`src/rtl/bg_pkg.sv`:
```
// Shared types and widths for the background-removal frame controller.
package bg_pkg;

  localparam int unsigned CHAN_W = 8;
  localparam int unsigned DIST_W = 18;

  typedef enum logic [3:0] {
    StIdle,
    StSRd,
    StSLoad,
    StSGo,
    StSWait,
    StSAck,
    StMean,
    StBRd,
    StBLoad,
    StBGo,
    StBWait,
    StBWr,
    StFin
  } state_e;

  // Width of a per-block channel sum produced by the pe.
  function automatic int unsigned sum_w(input int unsigned num_pixels);
    return CHAN_W + $clog2(num_pixels + 1);
  endfunction

endpackage

```
`src/rtl/bg_mean_acc.sv`:
```
// Three-channel frame accumulator; latches acc >> Log2Total as the mean colour.
module bg_mean_acc
  import bg_pkg::*;
#(
  parameter int unsigned SumW      = 9,
  parameter int unsigned Log2Total = 2
) (
  input  logic              clk_i,
  input  logic              rst_i,
  input  logic              clr_i,
  input  logic              add_i,
  input  logic              latch_i,
  input  logic [SumW-1:0]   red_sum_i,
  input  logic [SumW-1:0]   green_sum_i,
  input  logic [SumW-1:0]   blue_sum_i,
  output logic [CHAN_W-1:0] red_mean_o,
  output logic [CHAN_W-1:0] green_mean_o,
  output logic [CHAN_W-1:0] blue_mean_o
);

  localparam int unsigned AccW = CHAN_W + Log2Total;

  logic [2:0][AccW-1:0]   acc_q, acc_d;
  logic [2:0][CHAN_W-1:0] mean_q, mean_d;
  logic [2:0][SumW-1:0]   sum;

  assign sum = {blue_sum_i, green_sum_i, red_sum_i};

  always_comb begin
    acc_d  = acc_q;
    mean_d = mean_q;
    for (int c = 0; c < 3; c++) begin
      if (clr_i) begin
        acc_d[c]  = '0;
        mean_d[c] = '0;
      end else begin
        if (add_i) begin
          acc_d[c] = acc_q[c] + AccW'(sum[c]);
        end
        // Truncating divide by the pixel count (a power of two).
        if (latch_i) begin
          mean_d[c] = acc_q[c][AccW-1:Log2Total];
        end
      end
    end
  end

  always_ff @(posedge clk_i) begin
    if (rst_i) begin
      acc_q  <= '0;
      mean_q <= '0;
    end else begin
      acc_q  <= acc_d;
      mean_q <= mean_d;
    end
  end

  assign red_mean_o   = mean_q[0];
  assign green_mean_o = mean_q[1];
  assign blue_mean_o  = mean_q[2];

endmodule

```
`src/rtl/bg_frame_ctrl.sv`:
```
// Two-pass frame controller: sums every block to find the mean background colour,
// then replays each block through background removal and writes it back.
module bg_frame_ctrl
  import bg_pkg::*;
#(
  parameter int unsigned NUM_PIXELS = 1,
  parameter int unsigned NUM_BLOCKS = 4,
  parameter int unsigned LOG2_TOTAL = 2,
  parameter int unsigned ADDR_W     = 8,
  parameter int unsigned TIMEOUT    = 255
) (
  input  logic                           Clk,
  input  logic                           Reset,
  input  logic                           Start,
  input  logic [DIST_W-1:0]              threshold_cfg,
  input  logic [CHAN_W-1:0]              desired_bg_cfg,
  output logic                           Busy,
  output logic                           Done,
  output logic                           Err,
  output logic                           rd_en,
  output logic [ADDR_W-1:0]              rd_addr,
  input  logic [CHAN_W*NUM_PIXELS-1:0]   rd_red,
  input  logic [CHAN_W*NUM_PIXELS-1:0]   rd_green,
  input  logic [CHAN_W*NUM_PIXELS-1:0]   rd_blue,
  output logic                           wr_en,
  output logic [ADDR_W-1:0]              wr_addr,
  output logic [CHAN_W*NUM_PIXELS-1:0]   wr_red,
  output logic [CHAN_W*NUM_PIXELS-1:0]   wr_green,
  output logic [CHAN_W*NUM_PIXELS-1:0]   wr_blue,
  output logic [CHAN_W*NUM_PIXELS-1:0]   pe_red_in,
  output logic [CHAN_W*NUM_PIXELS-1:0]   pe_green_in,
  output logic [CHAN_W*NUM_PIXELS-1:0]   pe_blue_in,
  output logic [CHAN_W-1:0]              pe_red_exp,
  output logic [CHAN_W-1:0]              pe_green_exp,
  output logic [CHAN_W-1:0]              pe_blue_exp,
  output logic [DIST_W-1:0]              pe_threshold,
  output logic [CHAN_W-1:0]              pe_desired_bg,
  output logic                           Start_Sum,
  output logic                           Start_BgRemoval,
  output logic                           Ack,
  input  logic                           pe_Qsd,
  input  logic                           pe_Qbgd,
  input  logic [sum_w(NUM_PIXELS)-1:0]   pe_red_sum,
  input  logic [sum_w(NUM_PIXELS)-1:0]   pe_green_sum,
  input  logic [sum_w(NUM_PIXELS)-1:0]   pe_blue_sum,
  input  logic [CHAN_W*NUM_PIXELS-1:0]   pe_red_out,
  input  logic [CHAN_W*NUM_PIXELS-1:0]   pe_green_out,
  input  logic [CHAN_W*NUM_PIXELS-1:0]   pe_blue_out
);

  localparam int unsigned PixW = CHAN_W * NUM_PIXELS;
  localparam int unsigned SumW = sum_w(NUM_PIXELS);
  localparam int unsigned WdW  = $clog2(TIMEOUT + 1);
  localparam logic [ADDR_W-1:0] LastBlk = ADDR_W'(NUM_BLOCKS - 1);

  state_e              state_q, state_d;
  logic [ADDR_W-1:0]   blk_q, blk_d;
  logic [WdW-1:0]      wdog_q, wdog_d;
  logic                err_q, err_d;
  logic                ack_sent_q, ack_sent_d;
  logic [PixW-1:0]     red_in_q, red_in_d;
  logic [PixW-1:0]     green_in_q, green_in_d;
  logic [PixW-1:0]     blue_in_q, blue_in_d;
  logic [DIST_W-1:0]   thr_q, thr_d;
  logic [CHAN_W-1:0]   dbg_q, dbg_d;

  logic acc_clr, acc_add, acc_latch;
  logic wd_tick;

  always_comb begin
    state_d    = state_q;
    blk_d      = blk_q;
    wdog_d     = wdog_q;
    err_d      = err_q;
    ack_sent_d = ack_sent_q;
    red_in_d   = red_in_q;
    green_in_d = green_in_q;
    blue_in_d  = blue_in_q;
    thr_d      = thr_q;
    dbg_d      = dbg_q;
    acc_clr         = 1'b0;
    acc_add         = 1'b0;
    acc_latch       = 1'b0;
    wd_tick         = 1'b0;
    rd_en           = 1'b0;
    wr_en           = 1'b0;
    Start_Sum       = 1'b0;
    Start_BgRemoval = 1'b0;
    Ack             = 1'b0;
    Done            = 1'b0;

    case (state_q)
      StIdle: begin
        if (Start) begin
          acc_clr = 1'b1;
          blk_d   = '0;
          err_d   = 1'b0;
          thr_d   = threshold_cfg;
          dbg_d   = desired_bg_cfg;
          state_d = StSRd;
        end
      end
      StSRd, StBRd: begin
        rd_en   = 1'b1;
        state_d = (state_q == StSRd) ? StSLoad : StBLoad;
      end
      StSLoad, StBLoad: begin
        red_in_d   = rd_red;
        green_in_d = rd_green;
        blue_in_d  = rd_blue;
        state_d    = (state_q == StSLoad) ? StSGo : StBGo;
      end
      StSGo: begin
        Start_Sum = 1'b1;
        wdog_d    = WdW'(TIMEOUT);
        state_d   = StSWait;
      end
      StBGo: begin
        Start_BgRemoval = 1'b1;
        wdog_d          = WdW'(TIMEOUT);
        state_d         = StBWait;
      end
      StSWait: begin
        if (pe_Qsd) begin
          acc_add    = 1'b1;
          ack_sent_d = 1'b0;
          state_d    = StSAck;
        end else begin
          wd_tick = 1'b1;
        end
      end
      StSAck: begin
        Ack        = ~ack_sent_q;
        ack_sent_d = 1'b1;
        if (!pe_Qsd) begin
          if (blk_q == LastBlk) begin
            state_d = StMean;
          end else begin
            blk_d   = blk_q + ADDR_W'(1);
            state_d = StSRd;
          end
        end else begin
          wd_tick = 1'b1;
        end
      end
      StMean: begin
        acc_latch = 1'b1;
        blk_d     = '0;
        state_d   = StBRd;
      end
      StBWait: begin
        if (pe_Qbgd) begin
          ack_sent_d = 1'b0;
          state_d    = StBWr;
        end else begin
          wd_tick = 1'b1;
        end
      end
      StBWr: begin
        // Write and Ack only on the first cycle; the rest is the done-drop hold.
        wr_en      = ~ack_sent_q;
        Ack        = ~ack_sent_q;
        ack_sent_d = 1'b1;
        if (!pe_Qbgd) begin
          if (blk_q == LastBlk) begin
            state_d = StFin;
          end else begin
            blk_d   = blk_q + ADDR_W'(1);
            state_d = StBRd;
          end
        end else begin
          wd_tick = 1'b1;
        end
      end
      StFin: begin
        Done    = 1'b1;
        state_d = StIdle;
      end
      default: state_d = StIdle;
    endcase

    if (wd_tick) begin
      if (wdog_q == '0) begin
        err_d   = 1'b1;
        Ack     = 1'b1;
        state_d = StFin;
      end else begin
        wdog_d = wdog_q - WdW'(1);
      end
    end
  end

  always_ff @(posedge Clk) begin
    if (Reset) begin
      state_q    <= StIdle;
      blk_q      <= '0;
      wdog_q     <= '0;
      err_q      <= 1'b0;
      ack_sent_q <= 1'b0;
      red_in_q   <= '0;
      green_in_q <= '0;
      blue_in_q  <= '0;
      thr_q      <= '0;
      dbg_q      <= '0;
    end else begin
      state_q    <= state_d;
      blk_q      <= blk_d;
      wdog_q     <= wdog_d;
      err_q      <= err_d;
      ack_sent_q <= ack_sent_d;
      red_in_q   <= red_in_d;
      green_in_q <= green_in_d;
      blue_in_q  <= blue_in_d;
      thr_q      <= thr_d;
      dbg_q      <= dbg_d;
    end
  end

  bg_mean_acc #(
    .SumW      (SumW),
    .Log2Total (LOG2_TOTAL)
  ) u_mean_acc (
    .clk_i        (Clk),
    .rst_i        (Reset),
    .clr_i        (acc_clr),
    .add_i        (acc_add),
    .latch_i      (acc_latch),
    .red_sum_i    (pe_red_sum),
    .green_sum_i  (pe_green_sum),
    .blue_sum_i   (pe_blue_sum),
    .red_mean_o   (pe_red_exp),
    .green_mean_o (pe_green_exp),
    .blue_mean_o  (pe_blue_exp)
  );

  assign Busy          = (state_q != StIdle) && (state_q != StFin);
  assign Err           = err_q;
  assign rd_addr       = rd_en ? blk_q : '0;
  assign wr_addr       = wr_en ? blk_q : '0;
  assign wr_red        = wr_en ? pe_red_out : '0;
  assign wr_green      = wr_en ? pe_green_out : '0;
  assign wr_blue       = wr_en ? pe_blue_out : '0;
  assign pe_red_in     = red_in_q;
  assign pe_green_in   = green_in_q;
  assign pe_blue_in    = blue_in_q;
  assign pe_threshold  = thr_q;
  assign pe_desired_bg = dbg_q;

endmodule

```
`config.mk`:
```
export PLATFORM = sky130hd
export DESIGN_NAME = bg_frame_ctrl
export DESIGN_NICKNAME = d
export VERILOG_FILES = /design/src/rtl/bg_pkg.sv /design/src/rtl/bg_mean_acc.sv /design/src/rtl/bg_frame_ctrl.sv
export SDC_FILE = /design/constraint.sdc
export NUM_CORES = 1
export LEC_CHECK = 0
export ABC_AREA = 1
export CAP_MARGIN = 20
export CORE_MARGIN = 2
export CORE_UTILIZATION = 58
export DETAILED_ROUTE_END_ITERATION = 10
export DONT_BUFFER_PORTS = 1
export GPL_TIMING_DRIVEN = 0
export PLACE_DENSITY = 0.84
export SLEW_MARGIN = 20
export SYNTH_ARGS = -nofsm -noshare
export SYNTH_HDL_FRONTEND = slang
export SYNTH_SLANG_ARGS = --single-unit
```
`constraint.sdc`:
```
create_clock -name Clk -period 1.6 [get_ports Clk]
set_clock_uncertainty 0.05 [all_clocks]
set_input_delay 0.16 -clock Clk [delete_from_list [all_inputs] [get_ports Clk]]
set_output_delay 0.16 -clock Clk [all_outputs]
set_load 0.05 [all_outputs]
```
==> results of run 1 <==
## synthesized netlist by cell type (4+ instances only)
master,count,area (µm²)
nand4_1,7,43.79
a21oi_1,103,515.5
nor2_1,135,506.7
nand2_1,265,994.7
o21ai_0,49,245.2
ha_1,29,362.9
o21bai_1,5,37.54
nand2_2,5,31.28
inv_1,105,394.1
dfxtp_1,126,2522
clkbuf_1,18,67.56
buf_6,4,45.04
nand3_1,73,365.4
buf_2,9,45.04
inv_2,7,26.28
o21a_1,13,97.59
xor2_1,11,96.34
nor2_2,6,37.54
buf_1,4,15.01
a21o_1,5,37.54
nand3b_1,5,37.54
## critical path: stages, from the launching register on
cell	delay (ps)
dfxtp_2	370
nand2_2	100
inv_2	70
nand2_2	80
nor2_4	340
inv_4	130
clkbuf_16	200
nor2_4	360
## final timing paths
check / start / end / slack, ps / depth (start not counted)
hold / removal: pe_green_sum[1] / u_mean_acc.acc_q[11] / 20 / 3
setup / recovery: state_q[0] / wr_red[5] / -690 / 7
hold reg to reg: u_mean_acc.acc_q[20] / u_mean_acc.acc_q[20] / 420 / 2
setup reg to reg: state_q[3] / wdog_q[4] / -650 / 11
## metrics by stage
| step | instances | setup WS (ps) | utilization [%] |
|---|---|---|---|
| after CTS | 1260 | -670.8 | 79.01 |
| after global routing | 1269 | -770.6 | 80.88 |
| final | 1269 | -688.4 | 80.88 |
| after floorplan | 1008 | -115.1 | - |
| after detailed placement | 1151 | -376.4 | 64.07 |
| after global placement | 1151 | -347.5 | 64.07 |
## cells in the final DEF, fill, tap and decap left out, drive strengths merged, types with 13 or more instances in the layout
| cell | Yosys | final |
|---|---|---|
| nor2 | 143 | 143 |
| inv | 112 | 111 |
| buf | 20 | 46 |
| nand2 | 273 | 273 |
| nand3 | 73 | 73 |
| ha | 29 | 29 |
| clkbuf | 18 | 41 |
| o21a | 13 | 13 |
| dlygate4sd3 | 0 | 54 |
| o21ai | 51 | 51 |
| dfxtp | 126 | 126 |
| a21oi | 103 | 103 |
## cell type report
type	instances	area [µm²]
inverters	112	436.7
well taps	143	178.9
repair buffers	87	965.9
flip-flops and latches	126	2530
plain buffers	37	377.9
fillers	673	2173
multi-input cells	732	4113
clock inverters	13	141.4
clock buffers	19	452.9
## routing by layer
metal	vias to the layer above	wire length [µm]	GRT usage, %	share of wire [%]
li1	3445	-	-	-
met1	3425	8065	36.72	34
met3	130	2079	10.51	8.9
met2	489	11710	62.99	50
met5	-	0	0	0
met4	0	1552	22.63	6.6
## logic make-up after synthesis
logic type / count (synthesis) / share of synthesized area, %
flip-flops: 126 / 37.34
XOR/XNOR: 14 / 1.815
AND/OR/NAND/NOR: 505 / 31.01
AO/OA/AOI/OAI: 181 / 14.47
buffers and inverters: 150 / 9.113
adder cells (fa/ha/maj): 32 / 6.260
## power breakdown
part	switching, µW	internal [µW]	leakage [µW]	total [µW]
Combinational	3680	2400	0.00274	6080
Clock	1490	2370	0.000285	3860
Sequential	2050	3720	0.00102	5770
Total	7220	8490	0.00404	15700
## timing repair
| item | CTS | global route |
|---|---|---|
| setup endpoints to repair | 127 | 169 |
| hold endpoints to repair | 54 | 0 |
| resized for setup | 82 | 49 |
| hold buffers | 54 | 0 |
| pin swaps | 17 | 18 |
| cloned | 6 | 1 |
| buffers inserted | 18 | 9 |
==> impl_results.md, run 1 <==
- Synth Register Bits: 126
- H-tree depth: 4
- Netlist cell types: 32
- Fin nets: 1,251
- Initial antenna violation count: 0
- Die area: 12,530 µm²
- Finished Cell Area: 9196 µm²
- CP endpoint kind: primary output
- Gp weighted congestion: 0.9371
- Worst-Skew Late Latency: 420 ps
- Tcrit/Tclk final: 143.0%
- Top FF cell, synth: dfxtp_1
- Number of cells produced by synthesis: 1,008
- Mapped Area: 6755 µm²
- Post-synth net total: 1,146
- Setup TNS: -69,220 ps
- Status: finished with violations
- DP HPWL: 13,830 µm
- Setup ws final: -688.4 ps
- Drt total wl: 23,400 µm
- Max reg flops: 30
- Min Tclk post-route: 2288 ps
- Fraction of layout cells with a size suffix above 1: 16.96%
- Drt first pass iters: 6
- Seq/Total Area, Yosys: 37.34%
- Die Ht: 111.9 µm
- Core box area: 11,370 µm²
- Routed Antenna Nets: 0
- FFs w/ async S/R, synth: 0%
- Post-synth EDFFs: 0
- Avg Cell Area, Syn: 6.702 µm²
- Leakage: 0.004044 µW
- Chip width: 111.9 µm
- RSZ-0062 raised after global routing: yes
- Fmax: 0.4370 GHz
- Num ports: 228
- Num rows: 39
- Hold Crit Class: in2reg
- Area grow syn2layout: 36.14%
- CP Max Fanout: 5
- Clock tree buffer depth: 2
- Hold Vio Cnt, Final: 0
- Gr ovfl total: 0
- Num CTS Buffers: 17
- Peak supply drop: 1.114 mV
- Hold Slack: 18.56 ps
- Placed instance area: 7284 µm²
- Largest register by flop count: u_mean_acc.acc_q
- Clock Sinks: 126
- CTS tree: built
- Clock slew at reported path FFs: 60 ps
- Worst slew pin tran: 713.2 ps
- Slew Viols, Final: 0
- Initial core utilization: 59.41%
- Largest net degree at the start of global routing: 17
- Total Routing Usage GR: 35.61%
- Vias per inst: 5.901
- Total number of vias: 7,489
- DRT iter0 DRCs: 750
- Max-Cap Viols: 0
- Relative slew slack: 52.40%
- Root Driver: clkbuf_16
- Residual DRC: 0
- DR WL/cell: 18.44 µm
- Power, Total: 15,710 µW
- First-pass GRT wire length: 35,600 µm
- Data arrival time of the critical path: 2080 ps
- Critical path type: reg2out
- Port bufs: 0
- Req. time, crit path: 1390 ps
- Yosys warning count: 0
- Failing checks: negative setup slack
- Vias in the first global route: 7,283
- PD cells: 1709 nW/µm²
- Ant diodes: 0
- Final setup fails: 166
- Worst setup SP type: flip-flop
Power figures use the tool's default switching activity.
==> run 2, diff against run 1 <==
- CAP_MARGIN: 20 -> unset
==> results of run 2 <==
No change in the layout: final DEF, timing and power equal those of run 1.
